<file path="src/rtl/qbc_pkg.sv">
// Shared types, constants and phase helper for the quadrature BCD rotation counter.
package qbc_pkg;

    typedef enum logic [1:0] {
        PH00 = 2'b00,
        PH01 = 2'b01,
        PH11 = 2'b11,
        PH10 = 2'b10
    } phase_t;

    typedef enum logic {
        UNPRIMED = 1'b0,
        TRACK    = 1'b1
    } fsm_t;

    typedef enum logic {
        STEP_X1 = 1'b0,
        STEP_X4 = 1'b1
    } step_mode_t;

    localparam logic [3:0] DIGIT_MAX = 4'd9;
    localparam logic [3:0] DIGIT_MIN = 4'd0;

    // Position in the up sequence 00->01->11->10; a difference of +1/-1 (mod 4)
    // is a legal step, +2 means a phase was skipped.
    function automatic logic [1:0] phase_pos(phase_t ph);
        case (ph)
            PH00:    phase_pos = 2'd0;
            PH01:    phase_pos = 2'd1;
            PH11:    phase_pos = 2'd2;
            PH10:    phase_pos = 2'd3;
            default: phase_pos = 2'd0;
        endcase
    endfunction

endpackage

</file>
<file path="src/rtl/quad_filter.sv">
// One encoder channel: 2-flop synchroniser followed by a debouncer that accepts a
// new level only after DEBOUNCE_CYCLES consecutive differing synchronised samples.
module quad_filter #(
    parameter int DEBOUNCE_CYCLES = 4
) (
    input  logic clk,
    input  logic rst,
    input  logic din,
    output logic dout
);

    localparam logic [7:0] LAST_COUNT = 8'(DEBOUNCE_CYCLES - 1);

    logic       sync_1;
    logic       sync_2;
    logic [7:0] diff_cnt;

    // NOTE: sequential state uses non-blocking assignments so every flop samples
    // the pre-edge values of the others; blocking here would collapse the synchroniser.
    always_ff @(posedge clk or negedge rst) begin
        if (!rst) begin
            sync_1   <= 1'b0;
            sync_2   <= 1'b0;
            diff_cnt <= '0;
            dout     <= 1'b0;
        end else begin
            sync_1 <= din;
            sync_2 <= sync_1;
            if (sync_2 != dout) begin
                if (diff_cnt == LAST_COUNT) begin
                    dout     <= sync_2;
                    diff_cnt <= '0;
                end else begin
                    diff_cnt <= diff_cnt + 8'd1;
                end
            end else begin
                diff_cnt <= '0;
            end
        end
    end

endmodule

</file>
<file path="src/rtl/quad_bcd_counter.sv">
// Quadrature rotation counter with NUM_DIGITS-digit BCD position, x1/x4 modes and
// sticky illegal-transition flag. Define QBC_SATURATE_EN to hold at all-9s/all-0s.
module quad_bcd_counter
    import qbc_pkg::*;
#(
    parameter int NUM_DIGITS      = 4,
    parameter int DEBOUNCE_CYCLES = 4
) (
    input  logic                    clk,
    input  logic                    rst,
    input  logic                    q_a,
    input  logic                    q_b,
    input  logic                    step_mode,
    input  logic                    clear,
    output logic [4*NUM_DIGITS-1:0] digits,
    output logic                    count_evt,
    output logic                    dir,
    output logic                    error
);

    // The FSM stays unprimed until a level held through reset release has had
    // time to cross the synchroniser and debouncer.
    localparam logic [8:0] PRIME_CYCLES = 9'(DEBOUNCE_CYCLES + 2);

    logic       a_f;
    logic       b_f;
    phase_t     p;
    phase_t     prev;
    fsm_t       state;
    fsm_t       state_nx;
    step_mode_t mode;
    logic [8:0] prime_cnt;
    logic       primed;
    logic [1:0] delta;
    logic       step_up;
    logic       step_dn;
    logic       illegal;
    logic       count_en;
    logic       overflow;
    logic       hold;
    logic       do_count;

    logic [4*NUM_DIGITS-1:0] digits_inc;
    logic [4*NUM_DIGITS-1:0] digits_dec;
    logic [NUM_DIGITS:0]     carry;
    logic [NUM_DIGITS:0]     borrow;

    quad_filter #(.DEBOUNCE_CYCLES(DEBOUNCE_CYCLES)) u_filter_a (
        .clk  (clk),
        .rst  (rst),
        .din  (q_a),
        .dout (a_f)
    );

    quad_filter #(.DEBOUNCE_CYCLES(DEBOUNCE_CYCLES)) u_filter_b (
        .clk  (clk),
        .rst  (rst),
        .din  (q_b),
        .dout (b_f)
    );

    assign p      = phase_t'({a_f, b_f});
    assign mode   = step_mode_t'(step_mode);
    assign primed = (prime_cnt == PRIME_CYCLES);
    assign delta  = phase_pos(p) - phase_pos(prev);

    always_ff @(posedge clk or negedge rst) begin
        if (!rst) begin
            state <= UNPRIMED;
        end else begin
            state <= state_nx;
        end
    end

    always_comb begin
        state_nx = state;
        if (state == UNPRIMED && primed) begin
            state_nx = TRACK;
        end
    end

    // NOTE: every output of a combinational block gets a default first, so no
    // path through the case leaves a signal unassigned and infers a latch.
    always_comb begin
        step_up = 1'b0;
        step_dn = 1'b0;
        illegal = 1'b0;
        if (state == TRACK) begin
            case (delta)
                2'd1:    step_up = 1'b1;
                2'd3:    step_dn = 1'b1;
                2'd2:    illegal = 1'b1;
                default: ;
            endcase
        end
    end

    // Ripple BCD increment and decrement chains; the final carry/borrow flags
    // the all-9s / all-0s boundary.
    assign carry[0]  = 1'b1;
    assign borrow[0] = 1'b1;

    for (genvar i = 0; i < NUM_DIGITS; i++) begin : g_bcd
        logic [3:0] d;
        assign d = digits[4*i +: 4];

        assign carry[i+1]       = carry[i] && (d == DIGIT_MAX);
        assign borrow[i+1]      = borrow[i] && (d == DIGIT_MIN);
        assign digits_inc[4*i +: 4] = !carry[i]  ? d :
                                      (d == DIGIT_MAX) ? DIGIT_MIN : d + 4'd1;
        assign digits_dec[4*i +: 4] = !borrow[i] ? d :
                                      (d == DIGIT_MIN) ? DIGIT_MAX : d - 4'd1;
    end

    assign count_en = (step_up || step_dn) && (mode == STEP_X4 || p == PH00);
    assign overflow = step_up ? carry[NUM_DIGITS] : borrow[NUM_DIGITS];

`ifdef QBC_SATURATE_EN
    assign hold = overflow;
`else
    assign hold = 1'b0;
`endif

    assign do_count = count_en && !hold;

    always_ff @(posedge clk or negedge rst) begin
        if (!rst) begin
            prime_cnt <= '0;
            prev      <= PH00;
            digits    <= '0;
            count_evt <= 1'b0;
            dir       <= 1'b1;
            error     <= 1'b0;
        end else begin
            if (!primed) begin
                prime_cnt <= prime_cnt + 9'd1;
            end
            prev      <= p;
            count_evt <= 1'b0;
            if (clear) begin
                digits <= '0;
                error  <= 1'b0;
            end else begin
                if (illegal) begin
                    error <= 1'b1;
                end
                if (do_count) begin
                    digits    <= step_up ? digits_inc : digits_dec;
                    dir       <= step_up;
                    count_evt <= 1'b1;
                end
            end
        end
    end

endmodule

</file>
<file path="config.mk">
export PLATFORM = sky130hd
export DESIGN_NAME = quad_bcd_counter
export DESIGN_NICKNAME = d
export VERILOG_FILES = /design/src/rtl/qbc_pkg.sv /design/src/rtl/quad_filter.sv /design/src/rtl/quad_bcd_counter.sv
export SDC_FILE = /design/constraint.sdc
export NUM_CORES = 1
export LEC_CHECK = 0
export BUFFER_PORTS_ARGS = -buffer_cell sky130_fd_sc_hd__buf_2
export CAP_MARGIN = 25
export CORE_MARGIN = 5
export CORE_UTILIZATION = 60
export DETAILED_ROUTE_END_ITERATION = 6
export PLACE_DENSITY = 0.85
export SLEW_MARGIN = 20
export SYNTH_ARGS = -nofsm -noshare
export SYNTH_HDL_FRONTEND = slang
export SYNTH_SLANG_ARGS = --single-unit
</file>
<file path="constraint.sdc">
create_clock -name clk -period 4.2 [get_ports clk]
set_input_delay 0.84 -clock clk [delete_from_list [all_inputs] [get_ports clk]]
set_output_delay 0.84 -clock clk [all_outputs]
set_load 0.05 [all_outputs]
</file>
---- Yosys cells after proc, flatten, opt, wreduce, memory -nomap -nowiden ----
Cells that the tools add are included.
operators by class
  multiply operators ...................... 0
  bitwise gates (word level) .............. 2
  multiplexer cells ....................... 33
  reduce and logical (&&, ||, !) cells .... 25
  $lt $le $gt $ge ......................... 0
  divide/modulo/power cells ............... 0
  shift operators ......................... 0
  add/subtract/negate cells ............... 12
  equal/unequal tests ..................... 21
operators by type and width
  operator             count
  $mux 4               14
  $mux 16              3
  $mux 8               4
  $add 4x1->4 const B  4
  $add 8x1->8 const B  2
  $eq 4x4->1 const B   4
  $eq 8x2->1 const B   2
  $logic_not 4->1      4
  $pmux 2 s4           2
  $sub 4x1->4 const B  4
  $eq 2x2->1 const B   6
  $mux 1               10
  $add 9x1->9 const B  1
  $eq 9x3->1 const B   1
  $ne 3x2->1 const B   3
  $reduce_and 3->1     3
  $reduce_bool 3->1    3
  $eq 2x1->1 const B   3
  $logic_and 1x1->1    6
  $reduce_and 2->1     3
  $logic_not 2->1      2
  $reduce_bool 2->1    2
  $logic_or 1x1->1     2
  $ne 1x1->1           2
  other kinds (2)      3
storage, ports and cells
  memory bits (read-only) ................. 0
  bits in latches ......................... 0
  memories kept ........................... 0
  memory bits (writable) .................. 0
  register bits after elaboration ......... 53
  bits of input ports ..................... 6

---- Logic depth before layout (Yosys ltp) ----
Gate-level depths: netlist of the first run.
  depth after elaboration ................. 10
  mapped depth ............................ 11

---- By module ----
Synthesis of the first run repeated with hierarchy kept, for this count alone.
second synthesis, totals
  cells, all modules ...................... 358
  area total of the unflattened synthesis .. 3374.5 µm²
modules (own cells, without submodules)
  module            cells an instance  seq. area each (µm²)  area an instance (µm²)  times used
  quad_bcd_counter  270                777.0                 2388.5                  1
  quad_filter       44                 275.3                 493.0                   2

---- Worst setup path after synthesis of the first run ----
No wires, ideal clock.
  path type ............................... reg-to-reg
  start point ............................. reg u_filter_a.dout
  end point ............................... reg digits[5]
  path slack .............................. 1842 ps
  stages on the path, launching flop included .. 10
  setup time .............................. 126 ps
  arrival time ............................ 2233 ps
  period minus slack after synthesis ...... 2358 ps
  cells stage by stage .................... dfrtp_1 inv_1 ha_1 inv_1 ha_1 nand2b_1 nor2_1 and3_2 a31oi_4 o311a_1
on the way
  word-level cells in the longest chain between the ends .. 10
  elaborated cells between the ends (all ways) .. 22
  those cells by class .................... add/sub: 1; eq/ne: 6; mux: 8; reduce/logical: 7
RTL lines
  element                                          line                     source
  start, declared                                  quad_filter.sv:9         output logic dout
  start signal, assigned                           quad_filter.sv:31        dout <= sync_2;
  $eq 2x2->1 (tied with other cells)               qbc_pkg.sv:27            case (ph)
  $pmux 2 s4                                       qbc_pkg.sv:27
  $sub 2x2->2                                      quad_bcd_counter.sv:65   assign delta = phase_pos(p) - phase_pos(prev);
  $eq 2x1->1 / $eq 2x2->1 (equally long branches)  quad_bcd_counter.sv:89   case (delta)
  $mux 1                                           quad_bcd_counter.sv:89
  $mux 1                                           quad_bcd_counter.sv:88   if (state == TRACK) begin
  $logic_or 1x1->1                                 quad_bcd_counter.sv:115  assign count_en = (step_up || step_dn) && (mode == STEP_X4 || p == PH00);
  $logic_and 1x1->1                                quad_bcd_counter.sv:115
  $reduce_bool 2->1 (no line)                      -
  $reduce_and 3->1 (no line)                       -
  end signal, assigned                             quad_bcd_counter.sv:148  digits <= step_up ? digits_inc : digits_dec;
  end, declared                                    quad_bcd_counter.sv:15   output logic [4*NUM_DIGITS-1:0] digits,
Several ways; a longest one is shown, not always the timed one. The select of a mux whose other input is x is not followed.
A chain may end at the register's enable or synchronous reset.

---- Worst setup path after layout of the first run ----
Ends and elaborated chain as after synthesis.

==> flow_summary.json, run 1 <==
{
  "fin_area_mm2": 0.00343,
  "postPlaceCellArea_mm2": 0.00334,
  "final_cell_mix": "dfrtp_1, nor2_1, nand2_1",
  "cts.sinks": 53,
  "post_drt_wl_per_cell_um": 15.1,
  "cts_resized": 0,
  "maxSlewHeadroom_pct": 52.9,
  "crit_start": "u_filter_a.dout",
  "wirelength_mm": 6.57,
  "synth_area_mm2": 0.00318,
  "end_kind": "flop",
  "gp_congestion": 0.886,
  "start_util_pct": 61.9,
  "syn_inst": 343,
  "drtAntennaViolNets": 0,
  "path_buf_inv": 2,
  "max_freq_ghz": 0.353,
  "p_clk_share_pct": 9.9,
  "crit_family": "simple AND/OR/NAND/NOR gates",
  "period_share_pct": 67.4,
  "cts-root-buf": "clkbuf_8",
  "hold_buffers": 0,
  "dp_hpwl_mm": 4.66,
  "crit_path_start_kind": "flop",
  "swShare_pct": 53.6,
  "crit_path_max_fanout": 9,
  "hold_path.class": "reg -> reg",
  "ioPinCount": 25,
  "powerDensity_mw_per_mm2": 849,
  "synth-main-ff-cell": "dfrtp_1",
  "grt_pass1_vias": 2473,
  "vias": 2561,
  "overflow": 0,
  "critPathArrivalTime_ns": 3.04,
  "hold_viol_final": 0,
  "yosysWarnings": 0,
  "clock_latency_ns": 0.31,
  "chipHeight_um": 82.8,
  "rsz0062_at_grt": "false",
  "grt_usage_pct": 19.9,
  "dieArea_mm2": 0.00686,
  "drtPass1Iterations": 5,
  "yosys_register_bits": 53,
  "maxCapViolations": 0,
  "die_width_um": 82.8,
  "async_reset_ff_share_pct": 100,
  "fin_tns_setup_ns": 0,
  "syn_to_final_growth_pct": 7.79,
  "crit-reg2reg-launch": "u_filter_a.dout",
  "drt_iter0_drc": 183,
  "cts_buffers": 5,
  "numPortBuffers": 24,
  "htreeDepth": 2,
  "postSynthAreaPerCell_um2": 9.27,
  "crit_chain": "inv_1, ha_1, inv_1, ha_1, nand2b_1, nor2_1, and3_2, a31oi_4, o311a_1",
  "grt_max_degree": 30,
  "diodes": 0,
  "grt_pass1_wl_mm": 11.6,
  "power.leakage_uw": 0.00152,
  "critPathMaxStageDelay_ns": 0.52,
  "antenna_found_initial": 0,
  "irDropWorstVdd_uv": 596,
  "crit_type": "reg -> reg",
  "comb_power_share_pct": 64.8,
  "tightest_slew_ns": 0.701,
  "worstHoldStart": "u_filter_a.sync_1",
  "status": "finished, final reports clean",
  "core_mm2": 0.00514,
  "setup_viol_count_final": 0,
  "maxSlewViolCount": 0,
  "nNetsFinal": 387,
  "layout_commonest_cell": "dfrtp_1",
  "required_ns": 4.41,
  "cts_setup_buffers": 0,
  "switchingPower_uw": 1560,
  "min_period_ns": 2.83,
  "drc": 0,
  "slowest_stage": "nor2_1",
  "intPower_uw": 1350,
  "synth_sequential_area_ratio_pct": 41.7,
  "num_rows": 26,
  "cts.clk_slew.worst_paths_ns": 0.10,
  "cts_tree": "yes",
  "skew_ns": 0.0100,
  "routed_via_density": 5.90,
  "p_seq_share_pct": 25.3,
  "yosysUniqueCellTypes": 59,
  "cts_buffer_depth": 2,
  "synth-edff-count": 0,
  "drive_gt1_share_pct": 14.3,
  "syn_nets": 367
}
==> sequential cells by signal (all words and copies together), names as in the netlist <==
name / flops
digits: 16
u_filter_a.sync_2: 1
prev: 2
u_filter_a.sync_1: 1
count_evt: 1
state: 1
u_filter_b.sync_1: 1
u_filter_b.dout: 1
u_filter_b.sync_2: 1
prime_cnt: 9
dir: 1
u_filter_b.diff_cnt: 8
u_filter_a.diff_cnt: 8
error: 1
u_filter_a.dout: 1
==> cells in the mapped netlist (2+ instances only) <==
library cell,count,area share [%]
clkbuf_1,7,0.83
nand2_1,32,3.8
o31ai_1,3,0.71
inv_1,14,1.7
o21ai_0,12,1.9
a21oi_1,19,3.0
xnor2_1,8,2.2
buf_4,2,0.47
dfrtp_1,52,41
nand3b_1,4,0.94
nor2_1,42,5.0
nand3_1,22,3.5
nor2b_1,2,0.39
nor4_1,7,1.4
mux2_2,2,0.71
a31oi_1,2,0.39
and2_1,2,0.39
a311oi_1,5,1.4
nand2b_1,5,0.98
buf_2,4,0.63
and3_1,8,1.6
nor4b_1,4,1.1
o21ai_1,6,0.94
a211oi_1,5,1.2
xor2_1,15,4.1
nor3_1,9,1.4
ha_1,18,7.1
==> layer usage <==
| layer | global-route usage (%) | routed length, um |
|---|---|---|
| met1 | 26.6 | 2970 |
| met2 | 32.8 | 3180 |
| met3 | 4.16 | 340 |
| met4 | 5.65 | 80 |
| met5 | 0 | 0 |
==> final timing paths <==
check | end | slack (ns) | cells after the start
max | digits[5] | 1.37 | 9
min | u_filter_a.sync_2 | 0.37 | 0
max in group asynchronous | prev[1] | 2.91 | 2
max reg2reg | digits[5] | 1.37 | 9
min reg2reg | u_filter_a.sync_2 | 0.37 | 0
min in group asynchronous | u_filter_a.diff_cnt[5] | 0.51 | 1
==> power groups by stage <==
| stage | Clock, uW | Sequential, uW | Combinational (uW) |
|---|---|---|---|
| floorplan | 0 | 849 | 1410 |
| global placement | 0 | 738 | 1810 |
| detailed placement | 0 | 744 | 1860 |
| CTS | 296 | 734 | 1860 |
| global route | 318 | 756 | 2060 |
| finish | 289 | 735 | 1880 |
==> final cells by class <==
cell class,instances,area (um2)
Tap cell,70,87.6
Inverter,14,52.6
Clock inverter,2,13.8
Timing Repair Buffer,26,135
Clock buffer,6,72.6
Sequential cell,53,1330
Multi-Input combinational cell,263,1740
Fill cell,439,1710
==> metrics by stage <==
step | instances | total power (uW) | setup slack (ns) | utilization, % | hold WS, ns
floorplan | 343 | 2260 | 1.84 | - | 0.331
global placement | 426 | 2550 | 1.47 | 65.0 | 0.337
detailed placement | 426 | 2610 | 1.36 | 65.0 | 0.346
CTS | 434 | 2890 | 1.36 | 66.7 | 0.368
global route | 434 | 3130 | 1.07 | 66.7 | 0.373
finish | 434 | 2910 | 1.37 | 66.7 | 0.367
==> kinds of logic (layout without fill, tap and decap cells) <==
group	Yosys count	in the layout	share of synthesized area, %
AOI/OAI and AO/OA	69	69	15.4
xor gates and xnor gates	25	25	7.87
adders and majority gates	18	18	7.08
buffers and inverters	27	48	3.58
and+or+nand+nor	149	149	23.6
DFF	53	53	41.7
muxes	2	2	0.708
Note: power is estimated with default switching activity, not from simulation.
==> run 2, diff against run 1 <==
- clock period: 4.2 -> 2.9 ns (I/O delays scaled with it)
==> run 2 against run 1 <==
  * Critical path depth did not move
  * Worst hold slack got worse by 0.056 ns
  * Register-to-register slack got worse by 1.1 ns
  * Combinational power rose by 47%
  * Clock skew fell by 0.00066 ns
  * First-iteration DRC count fell by 36%
  * Utilization rose by 0.56 points
  * Die area did not move
  * Largest power group unchanged
==> flow_summary.json, run 2 (synthesis results as in run 1) <==
{
  "diodes": 0,
  "grt.busiest_layer": "met2",
  "gp_congestion": 0.857,
  "drtAntennaViolNets": 0,
  "hold_path.class": "in -> async",
  "crit_path_max_fanout": 7,
  "comb_power_share_pct": 64.7,
  "cts_buffers": 5,
  "num_rows": 26,
  "period_share_pct": 91.4,
  "htreeDepth": 2,
  "met2_usage_pct": 31.0,
  "cts_tree": "yes",
  "gr-usage-met1_pct": 27.0,
  "cts_buffer_depth": 2,
  "grt_max_degree": 34,
  "crit_path_start_kind": "flop",
  "ioPinCount": 25,
  "numPortBuffers": 24,
  "hold_buffers": 0,
  "start_util_pct": 61.9,
  "hold_viol_final": 0,
  "critPathArrivalTime_ns": 2.84,
  "drtPass1Iterations": 4,
  "cts.clk_slew.worst_paths_ns": 0.10,
  "largest_reg_flops": 16,
  "dp_hpwl_mm": 4.73,
  "cts-root-buf": "clkbuf_8",
  "required_ns": 3.09,
  "overflow": 0,
  "syn_to_final_growth_pct": 8.69,
  "cts_setup_buffers": 0,
  "drive_gt1_share_pct": 15.0,
  "cts_resized": 0,
  "final_util_pct": 67.3,
  "fin_tns_setup_ns": 0,
  "maxCapViolations": 0,
  "irDropWorstVdd_uv": 955,
  "skew_ns": 0.00938,
  "layout_commonest_cell": "dfrtp_1",
  "chipHeight_um": 82.8,
  "rsz0062_at_grt": "false",
  "regArea_mm2": 0.00133,
  "crit_type": "reg -> reg",
  "setup_viol_count_final": 0,
  "intPower_uw": 2000,
  "grt_usage_pct": 19.7,
  "vias": 2583,
  "maxSlewViolCount": 0,
  "multi_input_area_mm2": 0.00174,
  "grt_pass1_vias": 2432,
  "drc": 0,
  "p_seq_share_pct": 25.0,
  "core_mm2": 0.00514,
  "grtUsageMet3_pct": 4.36,
  "die_width_um": 82.8,
  "antenna_found_initial": 0,
  "powerDensity_mw_per_mm2": 1240,
  "grt_pass1_wl_mm": 11.3,
  "post_drt_wl_per_cell_um": 14.9,
  "swShare_pct": 53.3,
  "wirelength_mm": 6.50,
  "dieArea_mm2": 0.00686,
  "status": "finished, final reports clean",
  "clock_latency_ns": 0.32,
  "switchingPower_uw": 2280,
  "largest-register": "digits",
  "routed_via_density": 5.92,
  "cts.sinks": 53,
  "end_kind": "flop",
  "tightest_slew_ns": 0.722,
  "final_cell_mix": "dfrtp_1, nor2_1, nand2_1",
  "p_clk_share_pct": 10.3,
  "reg_top3": "digits x16, prime_cnt x9",
  "min_period_ns": 2.65,
  "nNetsFinal": 389,
  "drt_iter0_drc": 117,
  "max_freq_ghz": 0.377,
  "maxSlewHeadroom_pct": 51.9,
  "power.leakage_uw": 0.00153,
  "nFillCells": 422
}
## run 2: changes by cell type in the layout (fill, tap and decap cells not counted), sizes merged
cell and change:
buf +2, clkbuf -1, clkinv -1, clkinvlp +2
## run 2: final cells by class
cell class / instances / area share (%)
clock buffers: 5 / 1.99
clock inverters: 3 / 0.760
inverters: 14 / 1.52
multi-input cells: 263 / 50.5
flip-flops and latches: 53 / 38.4
well taps: 70 / 2.53
repair buffers: 28 / 4.34
## run 2: path summary, 6_finish.rpt
check | start | to | slack [ns] | cells after the start
setup / recovery | u_filter_a.dout | digits[13] | 0.25 | 9
hold / removal | rst | u_filter_a.diff_cnt[4] | 0.31 | 1
setup reg to reg | u_filter_a.dout | digits[13] | 0.25 | 9
hold reg to reg | u_filter_a.sync_1 | u_filter_a.sync_2 | 0.36 | 0
max in group asynchronous | rst | state | 1.93 | 2
min in group clk | q_b | u_filter_b.sync_1 | 0.36 | 1
## run 2: stage by stage
stage / instance area (um2) / hold WS (ns) / power, uW / setup slack, ns / cells
finish: 3460 / 0.311 / 4280 / 0.250 / 436
global route: 3460 / 0.343 / 4620 / 0.0580 / 436
CTS: 3450 / 0.341 / 4250 / 0.141 / 436
detailed placement: 3360 / 0.342 / 3800 / 0.160 / 428
global placement: 3360 / 0.336 / 3690 / 0.364 / 428
floorplan: 3180 / 0.284 / 3280 / 0.542 / 343
## run 2: worst max-delay path, cell delays in order (launching register included)
cell and delay (ns):
dfrtp_1 0.48, inv_1 0.10, ha_1 0.31, inv_1 0.06, ha_1 0.17, xor3_2 0.55
nor3_2 0.34, a311oi_1 0.22, a311oi_1 0.23, a21oi_1 0.06
## run 2: power groups by stage
stage	logic, uW	clock network (uW)	registers, uW
2_1_floorplan	2050	0	1230
3_3_place_gp	2620	0	1070
3_5_place_dp	2720	0	1080
4_1_cts	2730	451	1060
5_1_grt	3040	482	1100
6_report	2770	442	1070
## run 2: routing by layer
metal / wire length [um] / vias up
met5: 0 / -
met4: 123 / 0
met1: 2950 / 1232
met3: 278 / 14
met2: 3150 / 69
li1: - / 1268
